## src/rtl/uart_pkg.sv

```systemverilog
// Shared definitions for the 8N1 UART transmitter: FSM state encoding and
// frame-shape constants.
package uart_pkg;

  typedef enum logic [1:0] {
    IDLE  = 2'd0,
    START = 2'd1,
    DATA  = 2'd2,
    STOP  = 2'd3
  } uart_state_e;

  localparam int DEFAULT_CLKS_PER_BIT = 1042;
  localparam int DATA_BITS            = 8;
  localparam int STOP_BITS            = 1;

endpackage : uart_pkg

```

## src/rtl/uart_baud_tick.sv

```systemverilog
// Bit-period timer: counts 0..CLKS_PER_BIT-1 while enabled and flags the last
// cycle of each bit so the FSM advances on the following edge.
module uart_baud_tick
  import uart_pkg::*;
#(
  parameter int CLKS_PER_BIT = DEFAULT_CLKS_PER_BIT
) (
  input  logic clk,
  input  logic reset,
  input  logic clear_i,
  input  logic enable_i,
  output logic tick_o
);

  localparam int CNT_W = (CLKS_PER_BIT > 1) ? $clog2(CLKS_PER_BIT) : 1;
  localparam logic [CNT_W-1:0] LAST_CNT = CNT_W'(CLKS_PER_BIT - 1);

  logic [CNT_W-1:0] cnt_q;
  logic [CNT_W-1:0] cnt_d;

  assign tick_o = enable_i && (cnt_q == LAST_CNT);

  always_comb begin
    cnt_d = cnt_q;
    if (clear_i) begin
      cnt_d = '0;
    end else if (enable_i) begin
      cnt_d = tick_o ? '0 : cnt_q + 1'b1;
    end
  end

  always_ff @(posedge clk) begin
    if (reset) begin
      cnt_q <= '0;
    end else begin
      cnt_q <= cnt_d;
    end
  end

endmodule : uart_baud_tick

```

## src/rtl/uart_tx_8n1.sv

```systemverilog
// 8N1 UART transmitter: start bit, 8 data bits LSB-first, one stop bit.
// serial_tx and busy come straight from flops.
module uart_tx_8n1
  import uart_pkg::*;
#(
  parameter int CLKS_PER_BIT = DEFAULT_CLKS_PER_BIT
) (
  input  logic       clk,
  input  logic       reset,
  input  logic [7:0] data_in,
  input  logic       load,
  output logic       busy,
  output logic       serial_tx
);

  uart_state_e          state_q, state_d;
  logic [DATA_BITS-1:0] shift_q, shift_d;
  logic [2:0]           bit_idx_q, bit_idx_d;
  logic                 tx_q, tx_d;
  logic                 busy_q, busy_d;
  logic                 frame_start;
  logic                 bit_tick;
  logic [2:0]           next_idx;

  assign frame_start = (state_q == IDLE) && load;
  assign next_idx    = bit_idx_q + 3'd1;

  uart_baud_tick #(
    .CLKS_PER_BIT(CLKS_PER_BIT)
  ) u_baud_tick (
    .clk     (clk),
    .reset   (reset),
    .clear_i (frame_start),
    .enable_i(state_q != IDLE),
    .tick_o  (bit_tick)
  );

  // Next-state logic also computes the next line level, so the output flop
  // already holds the new bit in the first cycle of each bit period.
  always_comb begin
    state_d   = state_q;
    shift_d   = shift_q;
    bit_idx_d = bit_idx_q;
    tx_d      = tx_q;
    busy_d    = busy_q;
    case (state_q)
      IDLE: begin
        tx_d   = 1'b1;
        busy_d = 1'b0;
        if (load) begin
          shift_d   = data_in;
          bit_idx_d = 3'd0;
          tx_d      = 1'b0;
          busy_d    = 1'b1;
          state_d   = START;
        end
      end
      START: begin
        if (bit_tick) begin
          state_d   = DATA;
          bit_idx_d = 3'd0;
          tx_d      = shift_q[0];
        end
      end
      DATA: begin
        if (bit_tick) begin
          if (bit_idx_q == 3'(DATA_BITS - 1)) begin
            state_d   = STOP;
            bit_idx_d = 3'd0;
            tx_d      = 1'b1;
          end else begin
            bit_idx_d = next_idx;
            tx_d      = shift_q[next_idx];
          end
        end
      end
      STOP: begin
        if (bit_tick) begin
          if (bit_idx_q == 3'(STOP_BITS - 1)) begin
            state_d   = IDLE;
            bit_idx_d = 3'd0;
            busy_d    = 1'b0;
          end else begin
            bit_idx_d = next_idx;
          end
        end
      end
      default: begin
        state_d = IDLE;
        tx_d    = 1'b1;
        busy_d  = 1'b0;
      end
    endcase
  end

  always_ff @(posedge clk) begin
    if (reset) begin
      state_q   <= IDLE;
      shift_q   <= '0;
      bit_idx_q <= 3'd0;
      tx_q      <= 1'b1;
      busy_q    <= 1'b0;
    end else begin
      state_q   <= state_d;
      shift_q   <= shift_d;
      bit_idx_q <= bit_idx_d;
      tx_q      <= tx_d;
      busy_q    <= busy_d;
    end
  end

  assign serial_tx = tx_q;
  assign busy      = busy_q;

endmodule : uart_tx_8n1

```

## config.mk

```make
export PLATFORM = sky130hd
export DESIGN_NAME = uart_tx_8n1
export DESIGN_NICKNAME = d
export VERILOG_FILES = /design/src/rtl/uart_pkg.sv /design/src/rtl/uart_baud_tick.sv /design/src/rtl/uart_tx_8n1.sv
export SDC_FILE = /design/constraint.sdc
export NUM_CORES = 1
export LEC_CHECK = 0
export ABC_AREA = 1
export CAP_MARGIN = 20
export CORE_MARGIN = 3
export CORE_UTILIZATION = 45
export CTS_BUF_LIST = sky130_fd_sc_hd__clkbuf_4 sky130_fd_sc_hd__clkbuf_8
export CTS_CLUSTER_DIAMETER = 100
export DETAILED_ROUTE_END_ITERATION = 7
export GPL_TIMING_DRIVEN = 0
export REMOVE_ABC_BUFFERS = 1
export SYNTH_ARGS = -nofsm -noshare
export SYNTH_HDL_FRONTEND = slang
export SYNTH_HIERARCHICAL = 1
export SYNTH_SLANG_ARGS = --single-unit
```

## constraint.sdc

```tcl
create_clock -name clk -period 5.75 [get_ports clk]
set_input_delay 0.575 -clock clk [delete_from_list [all_inputs] [get_ports clk]]
set_output_delay 0.575 -clock clk [all_outputs]
set_load 0.01 [all_outputs]
```

**Word level (Yosys, flattened, before mapping)**

Cells that the tools add are included.

- Eq/ne operators: 11
- Mux-type cells: 26
- Magnitude comparators: 1
- Add/subtract/negate cells: 2
- Reductions and logical operators: 13

Operators by type and width:

| kind | number |
|---|---|
| two-way mux 3 bit | 6 |
| two-way mux 2 bit | 6 |
| one-hot mux 3 bit (4 select lines) | 1 |
| adder 11 x 1 -> 11 bit, second input constant | 1 |
| equality test 11 bit, second input constant | 1 |
| two-way mux 11 bit | 1 |
| two-way mux 1 bit | 8 |
| one-hot mux 2 bit (4 select lines) | 1 |
| != test 2 x 1 -> 1 bit, second input constant | 3 |
| != test 2 bit, second input constant | 3 |
| AND reduction 3 bit | 2 |
| AND reduction 6 bit | 1 |
| equality test 2 bit, second input constant | 2 |
| < comparator 3 x 4 -> 1 bit, second input constant | 1 |
| AND reduction 4 bit | 1 |
| nonzero test 2 bit | 2 |
| adder 3 x 1 -> 3 bit, second input constant | 1 |
| binary-select mux 1 bit (select 3 bit) | 1 |
| equality test 3 bit, second input constant | 1 |
| zero test 3 bit | 1 |
| one-hot mux 1 bit (3 select lines) | 1 |
| nonzero test 3 bit | 1 |
| equality test 2 x 1 -> 1 bit, second input constant | 1 |
| logical AND 1 bit | 2 |
| other kinds (4) | 4 |

- Output and inout bits: 2
- Input port bits: 11
- Register bits after elaboration: 26

**Depth between registers and ports, before layout**

Gate-level depths: netlist of the first run.

- Depth after elaboration: 6
- Depth in mapped cells: 15
- Mapped depth without buffers: 15

**Modules after synthesis**

Netlist of the first run, hierarchy kept.

By module, submodules not included:

| module | seq. area each (µm²) | instances | area an instance (µm²) | cells an instance |
|---|---|---|---|---|
| uart_tx_8n1 | 300.3 | 1 | 854.6 | 122 |
| uart_baud_tick | 220.2 | 1 | 636.9 | 94 |

**Least setup slack after synthesis of the first run**

No wires, ideal clock.

- Path kind: register -> register
- From: register state_q[0]
- To: register state_q[0]
- Setup slack: 3912 ps
- Arrival time: 1720 ps
- Cell stages (with the launch flop): 15
- Buffers on the path: 0
- Data required time: 5632 ps
- Path through: dfxtp_1 > inv_1 > ha_1 > inv_1 > nand2_1 > nor2_1 > nand3_1 > inv_1 > inv_1 > nand2_1 > nand2_2 > nor2_4 > nand2_2 > nor3_1 > nor2_1

- Word-level cells in the longest chain between the ends: 4
- Elaborated cells on any way between the ends: 14
- Those cells by class: eq/ne: 9; mux: 1; reduce/logical: 4

Ends and longest elaborated chain:

| what | RTL line | RTL |
|---|---|---|
| start: declaration | uart_tx_8n1.sv:16 | `uart_state_e state_q, state_d;` |
| start signal: assignment | uart_tx_8n1.sv:104 | `state_q <= state_d;` |
| nonzero test 2 bit * | uart_tx_8n1.sv:34 | `.enable_i(state_q != IDLE),` |
| logical AND 1 bit * | uart_baud_tick.sv:21 | `assign tick_o = enable_i && (cnt_q == LAST_CNT);` |
| named net bit_tick | uart_tx_8n1.sv:22 | `logic bit_tick;` |
| != test 2 x 1 -> 1 bit (no line) | - |  |
| AND reduction 6 bit (no line) * | - |  |

Mark *: on every way through the listed nets, which the timed path passes. The rest lies on a longest branch.
A chain may end at the register's enable or synchronous reset.

**Worst setup path in the final report of the first run**

Same ends and word-level chain as after synthesis.

==> qor.log, run 1 <==
INFO  status         outcome=complete, no violations
INFO  detailed_routing average_wire_per_cell_in_the_routed_design=10.5um
INFO  clocking       cts_tree=built
INFO  detailed_routing number_of_search_and_repair_iterations_in_the_first_detailed_routing_pass=4
INFO  worst_setup_path regToRegEndpoint=state_q[0]
INFO  synthesis      register_area_share_after_synthesis=34.9%
INFO  clocking       post_cts_buffers=0
INFO  place          port_buffers=12
INFO  synthesis      synth_cells=216
INFO  min_path       holdPathStages=2
INFO  detailed_routing routed-via-count=1323
INFO  die            die_height=63.6um
INFO  worst_setup_path timing.critical_path.required=5.98ns
INFO  clocking       clockRootBuffer=sky130_fd_sc_hd__clkbuf_4
INFO  synthesis      synth_top_area_share=34.9%
INFO  timing         maxSlewHeadroom=79.0%
INFO  flow_run       maximum_capacitance_violations=0
INFO  synthesis      synth_cell_types=27
INFO  place          hpwlAfterDp=2250um
INFO  worst_setup_path worst-setup-path-type=reg2reg
INFO  worst_setup_path worstPathMaxFanout=6
INFO  worst_setup_path regToRegSetupSlack=3.61ns
INFO  synthesis      mapped_cell_area=0.00149mm^2
INFO  finish         fillCellCount=334
INFO  min_path       worstHoldEndpoint=busy
INFO  clocking       clock_latency=0.32ns
INFO  synthesis      synth_common_cells=sky130_fd_sc_hd__nor2_1 (41), sky130_fd_sc_hd__nand2_1 (36), sky130_fd_sc_hd__dfxtp_1 (26)
INFO  clocking       cts_sinks=26
INFO  detailed_routing via_cell_ratio=4.85
INFO  pwr            cellLeakagePower=0.683nW
INFO  min_path       min-delay-start=busy
INFO  worst_setup_path worstPathArrival=2.37ns
INFO  die            fp-row-count=20
INFO  global_routing grt.overflow.total=0
INFO  synthesis      fraction_of_synthesis_flops_using_an_asynchronous_set_or_reset_pin=0%
INFO  timing         setup_viol_count_final=0
INFO  finish         design_area=0.00169mm^2
INFO  detailed_routing totalWireLength=2870um
INFO  synthesis      synth_top_area_cell=sky130_fd_sc_hd__dfxtp_1
INFO  die            core=0.00310mm^2
INFO  die            start_util=48.1%
INFO  timing         finalWorstPathRequiredPeriod=2.14ns
INFO  synthesis      dominantRegCellSynth=sky130_fd_sc_hd__dfxtp_1
INFO  global_routing via_count_of_the_first_global_routing_pass=1281
INFO  timing         worst_slew_pin_slew=0.314ns
INFO  clocking       cts_made_buffers=3
INFO  timing         finalHoldViolCount=0
INFO  timing         setup_total_negative_slack=0ns
INFO  detailed_routing detailedRoute.firstIterationViolations=71
INFO  finish         nNetsFinal=252
INFO  global_routing grt_antenna_before_repair=0
INFO  timing         skew=0.00156ns
INFO  timing         timing.final.crit_share=37.3%
INFO  worst_setup_path critical_path.startpoint_type=flip-flop
INFO  timing         achievable-frequency=467MHz
INFO  detailed_routing post-route-drc-count=0
INFO  timing         rsz0062_at_grt=no
INFO  clocking       cts-resized-gates=0
INFO  synthesis      post_synth_main_area_contributors=sky130_fd_sc_hd__dfxtp_1 (35%), sky130_fd_sc_hd__nor2_1 (10%), sky130_fd_sc_hd__ha_1 (9.2%), sky130_fd_sc_hd__nand2_1 (9.1%), sky130_fd_sc_hd__inv_1 (5.8%)
INFO  die            pin_count=13
INFO  synthesis      yosys.cell_count.top_type=sky130_fd_sc_hd__nor2_1
INFO  die            design.die.area=0.00404mm^2
INFO  pwr            peakVddDrop=246uV
INFO  clocking       clkSlewWorstSetupHoldPaths=0.14ns
INFO  global_routing global_route.usage.total=16.3%
INFO  synthesis      syn_area_per_cell=6.90um^2
INFO  global_routing wire_length_of_the_first_global_routing_pass=5420um
INFO  clocking       h-tree-depth=1
INFO  synthesis      synth_edf_count=0
INFO  global_routing pin_count_of_the_biggest_net_entering_global_routing=15
INFO  pwr            power-per-cell-area=353mW/mm^2
INFO  worst_setup_path rr_worst_depth=14
INFO  min_path       hold_path_class=reg2reg
INFO  finish         final_layout_size_suffix_gt1_share=9.17%
INFO  timing         drv_slew=0
INFO  clocking       holdBufCountCts=0
INFO  finish         area_growth_syn_to_layout=13.3%
INFO  synthesis      synthesis.yosys.warnings=6
INFO  worst_setup_path critical_path.endpoint_type=flip-flop
INFO  clocking       ctsLongestPathBuffers=2
INFO  synthesis      ys_ff_latch=26
INFO  worst_setup_path reg2reg_from=state_q[0]
INFO  place          gp_congestion=0.818
INFO  die            die_width=63.6um
INFO  detailed_routing detail-route-antenna-nets=0
INFO  finish         diodes=0
INFO  place          detailed_place.area=0.00165mm^2
final cells by class:
cell class | instances | area, um^2 | share of cell area (%)
Tap cell | 44 | 55.1 | 3.26
Multi-Input combinational cell | 157 | 845 | 50.0
Sequential cell | 26 | 520 | 30.8
Timing Repair Buffer | 12 | 120 | 7.11
Clock buffer | 4 | 36.3 | 2.15
Inverter | 30 | 113 | 6.67
report_power, final:
| part | leakage (nW) | internal [W] | switching, W | total (W) |
|---|---|---|---|---|
| combinational | 0.450 | 0.000103 | 0.000156 | 0.000259 |
| sequential | 0.213 | 0.000216 | 0.0000289 | 0.000245 |
| clock | 0.0210 | 0.0000387 | 0.0000535 | 0.0000922 |
| total | 0.683 | 0.000358 | 0.000238 | 0.000597 |
cells in the final DEF, fill, tap and decap left out, drive strengths merged:
master         netlist  final
nand4                1      1
inv                 28     28
xnor2                2      2
o211ai               2      2
nand2               38     38
ha                  11     11
clkbuf               1      4
dfxtp               26     26
clkinv               2      2
clkdlybuf4s50        0     12
xor2                 1      1
nand3b               2      2
o21ai               16     16
nor3                 6      6
a21boi               1      1
nand3               18     18
or2                  2      2
a21oi               12     12
nor2                45     45
flip-flops by register name (all words and copies together), names as in the netlist:
signal / count
shift_q: 8
busy: 1
u_baud_tick/cnt_q: 11
state_q: 2
bit_idx_q: 3
serial_tx: 1
routing by layer:
metal	track usage (%)	share of wire [%]
met5	0	0
met4	2.43	0.45
met3	4.46	2.8
met2	26.6	45
met1	21.7	52
worst max path at each step:
stage | slack [ns] | cells after the start | start | to
after floorplan | 3.91 | 14 | state_q[0] | state_q[0]
after global placement | 3.42 | 8 | load | u_baud_tick/cnt_q[8]
after detailed placement | 3.39 | 8 | load | u_baud_tick/cnt_q[10]
after CTS | 3.57 | 14 | state_q[0] | state_q[0]
after global routing | 3.31 | 14 | state_q[0] | state_q[0]
final | 3.61 | 14 | state_q[0] | state_q[0]
worst max-delay path, cell delays in order (launching register included):
cell                      delay, ns
sky130_fd_sc_hd__dfxtp_1       0.43
sky130_fd_sc_hd__inv_1         0.10
sky130_fd_sc_hd__ha_1          0.24
sky130_fd_sc_hd__inv_1         0.19
sky130_fd_sc_hd__nand2_1       0.08
sky130_fd_sc_hd__nor2_1        0.11
sky130_fd_sc_hd__nand3_1       0.11
sky130_fd_sc_hd__inv_1         0.07
sky130_fd_sc_hd__inv_1         0.06
sky130_fd_sc_hd__nand2_1       0.09
sky130_fd_sc_hd__nand2_2       0.07
sky130_fd_sc_hd__nor2_4        0.17
sky130_fd_sc_hd__nand2_2       0.10
sky130_fd_sc_hd__nor3_1        0.15
sky130_fd_sc_hd__nor2_1        0.07
stage by stage:
step | hold slack [ns] | std cells | utilization [%] | total power [W] | setup slack [ns]
global route | 0.502 | 273 | 54.4 | 0.000658 | 3.31
CTS | 0.482 | 273 | 54.4 | 0.000606 | 3.57
detailed placement | 0.459 | 269 | 53.3 | 0.000510 | 3.39
global placement | 0.458 | 269 | 53.3 | 0.000502 | 3.42
floorplan | 0.455 | 213 | - | 0.000442 | 3.91
finish | 0.477 | 273 | 54.4 | 0.000597 | 3.61
cell families after synthesis:
family	after synthesis	share of synthesized area, %
buffers and inverters	33	8.47
AND/OR/NAND/NOR	112	34.2
adder cells (fa/ha/maj)	11	9.23
flip-flops	26	34.9
AO/OA/AOI/OAI	31	11.4
XOR/XNOR	3	1.76
No activity file was read; power rests on OpenSTA's default activity.
==> run 2: changes to the inputs <==
Settings changed: PLACE_DENSITY from default to 0.67.
Clock period 5.75 ns to 1.9 ns, I/O delays scaled along.
==> run 2 against run 1 <==
Against the previous run: clock skew is 0.0040 ns higher; highest routed layer unchanged; sequential power grew to 3.0 times the previous value; largest power group unchanged; hold slack worse by 0.0032 ns.
==> qor.log, run 2 (synthesized netlist as in run 1, its figures left out) <==
INFO  status         outcome=complete, no violations
INFO  timing         worst_slew_pin_slew=0.305ns [-0.00883 ns]
INFO  detailed_routing via_cell_ratio=4.74 [-2.3%]
INFO  timing         finalWorstSetupSlack=0.165ns [-3.44 ns]
INFO  min_path       min-delay-start=busy
INFO  detailed_routing routed-via-count=1307 [-1.2%]
INFO  global_routing grt.overflow.total=0 [unchanged]
INFO  timing         achievable-frequency=576MHz [+23%]
INFO  worst_setup_path worst-setup-path-type=reg2reg
INFO  clocking       clockRootBuffer=sky130_fd_sc_hd__clkbuf_4
INFO  worst_setup_path regToRegSetupSlack=0.17ns [-3.44 ns]
INFO  pwr            peakVddDrop=509uV [+110%]
INFO  die            fp-row-count=20 [unchanged]
INFO  min_path       hold_path_class=reg2reg
INFO  place          hpwlAfterDp=2060um [-8.2%]
INFO  detailed_routing detail-route-antenna-nets=0 [unchanged]
INFO  pwr            cellLeakagePower=0.703nW [+2.9%]
INFO  die            design.die.area=0.00404mm^2 [unchanged]
INFO  timing         finalWorstPathRequiredPeriod=1.73ns [-0.408 ns]
INFO  worst_setup_path path_cells=inv_4, ha_4, inv_2, nand2_1, nor2_2, nand3_2, inv_2, inv_2, nand2_2, o21ai_2, nor2_4, nand2_2, nor3_2, nor2_1
INFO  place          port_buffers=12 [unchanged]
INFO  clocking       clock_latency=0.32ns [about the same]
INFO  worst_setup_path worstPathMaxFanout=5 [-1]
INFO  timing         post_route_worst_hold_slack=0.473ns [-0.00323 ns]
INFO  worst_setup_path critical-path-max-stage-delay=0.39ns [-0.04 ns]
INFO  worst_setup_path reg2reg_from=state_q[1]
INFO  finish         nNetsFinal=255 [+1.2%]
INFO  flow_run       maximum_capacitance_violations=0 [unchanged]
INFO  detailed_routing average_wire_per_cell_in_the_routed_design=10.1um [-4.5%]
INFO  timing         setup_viol_count_final=0 [unchanged]
INFO  die            core=0.00310mm^2 [unchanged]
INFO  die            die_width=63.6um [unchanged]
INFO  finish         mostFrequentLayoutCells=sky130_fd_sc_hd__nor2_1 (39), sky130_fd_sc_hd__nand2_1 (33), sky130_fd_sc_hd__dfxtp_1 (23)
INFO  global_routing wire_length_of_the_first_global_routing_pass=4960um [-8.4%]
INFO  detailed_routing number_of_search_and_repair_iterations_in_the_first_detailed_routing_pass=4 [unchanged]
INFO  worst_setup_path critical_path.startpoint_type=flip-flop
INFO  finish         layout_top_registers=u_baud_tick/cnt_q x11, shift_q x8, bit_idx_q x3
INFO  min_path       holdPathStages=2 [unchanged]
INFO  finish         most_common_cell_after_layout_fill_and_taps_aside=sky130_fd_sc_hd__nor2_1
INFO  timing         timing.final.crit_share=91.3% [+54 points]
INFO  clocking       clkSlewWorstSetupHoldPaths=0.14ns [about the same]
INFO  clocking       cts_made_buffers=3 [unchanged]
INFO  worst_setup_path critical_path.endpoint_type=flip-flop
INFO  die            pin_count=13 [unchanged]
INFO  finish         diodes=0 [unchanged]
INFO  global_routing grt_antenna_before_repair=0 [unchanged]
INFO  die            start_util=48.1% [unchanged]
INFO  timing         maxSlewHeadroom=79.6% [+0.59 points]
INFO  die            die_height=63.6um [unchanged]
INFO  worst_setup_path critPathSlowestCell=sky130_fd_sc_hd__dfxtp_2
INFO  finish         area_growth_syn_to_layout=17.9%
INFO  clocking       h-tree-depth=1 [unchanged]
INFO  detailed_routing totalWireLength=2780um [-3.4%]
INFO  clocking       cts_sinks=26 [unchanged]
INFO  worst_setup_path rr_worst_depth=14 [unchanged]
INFO  global_routing via_count_of_the_first_global_routing_pass=1163 [-9.2%]
INFO  timing         rsz0062_at_grt=no
INFO  place          gp_congestion=0.801 [-2.0%]
INFO  global_routing pin_count_of_the_biggest_net_entering_global_routing=15 [unchanged]
INFO  worst_setup_path timing.critical_path.from=state_q[1]
INFO  min_path       worstHoldEndpoint=busy
INFO  timing         skew=0.00560ns [+0.00404 ns]
INFO  global_routing global_route.usage.total=15.0% [-1.3 points]
INFO  finish         most_flops_register=u_baud_tick/cnt_q
INFO  timing         drv_slew=0 [unchanged]
INFO  clocking       cts_tree=built
INFO  detailed_routing post-route-drc-count=0 [unchanged]
INFO  finish         final_layout_size_suffix_gt1_share=17.7% [+8.5 points]
INFO  worst_setup_path timing.critical_path.required=2.13ns [-3.85 ns]
INFO  place          dp_slack=-0.242ns [-3.63 ns]
INFO  clocking       ctsLongestPathBuffers=2 [unchanged]
INFO  timing         finalHoldViolCount=0 [unchanged]
INFO  pwr            power-per-cell-area=1100mW/mm^2 [+210%]
INFO  worst_setup_path regToRegEndpoint=state_q[0]
INFO  worst_setup_path crit_path_frequent_cell=sky130_fd_sc_hd__inv_2
INFO  detailed_routing detailedRoute.firstIterationViolations=65 [-8.5%]
INFO  worst_setup_path worstPathArrival=1.96ns [-0.41 ns]
INFO  finish         largest_register_ffs=11 [unchanged]
==> run 2: cell type report <==
class	count	area, um^2
tap	44	55.1
multi-input combinational	157	885
fill	339	1350
inverter	30	115
clock buffer	4	36.3
sequential	26	524
timing repair buffer	15	143
==> run 2: power breakdown <==
| part | switching [W] | total (W) | internal, W |
|---|---|---|---|
| clock network | 0.000168 | 0.000285 | 0.000117 |
| registers | 0.0000852 | 0.000745 | 0.000660 |
| logic | 0.000512 | 0.000900 | 0.000388 |
| total | 0.000765 | 0.00193 | 0.00117 |
==> run 2: routing by layer <==
layer  routed length, um  vias up  global-route usage (%)
met3                 102        2                    3.03
met1                1500      565                    21.3
li1                    -      719                       -
met5                   0        -                       0
met2                1150       21                    21.9
met4                  21        0                    5.93
==> run 2: how the worst max path moves through the flow <==
| stage | slack (ns) | depth (start not counted) | endpoint |
|---|---|---|---|
| 2_1_floorplan | 0.06 | 14 | state_q[0] |
| 4_1_cts | 0.0004 | 14 | state_q[0] |
| 5_1_grt | 0.0001 | 14 | state_q[0] |
| 3_5_place_dp | -0.24 | 14 | state_q[0] |
| 6_report | 0.17 | 14 | state_q[0] |
| 3_3_place_gp | -0.23 | 14 | state_q[0] |
==> run 2: per-stage QoR <==
stage	power [W]	util, %	TNS [ns]	area [um^2]	cells
finish	0.00193	56.7	0	1760	276
global route	0.00210	56.7	0	1760	276
CTS	0.00186	55.0	0	1710	275
detailed placement	0.00153	53.3	-1.03	1650	269
global placement	0.00152	53.3	-1.02	1650	269
floorplan	0.00134	-	0	1480	213
==> run 2: worst max-delay path, delay by kind of cell (launching register included) <==
kind | cells | cell delay, ns
simple gates | 8 | 0.81
fa+ha+maj | 1 | 0.16
buf+inv | 4 | 0.21
flops | 1 | 0.39
compound gates | 1 | 0.07
==> run 2: timing repair <==
action / CTS / global route
gates resized for setup: 3 / 16
buffers inserted: 2 / 1
gates cloned: 0 / 0
setup endpoints to repair: 10 / 10
hold buffers: 0 / 0
pin swaps: 0 / 4
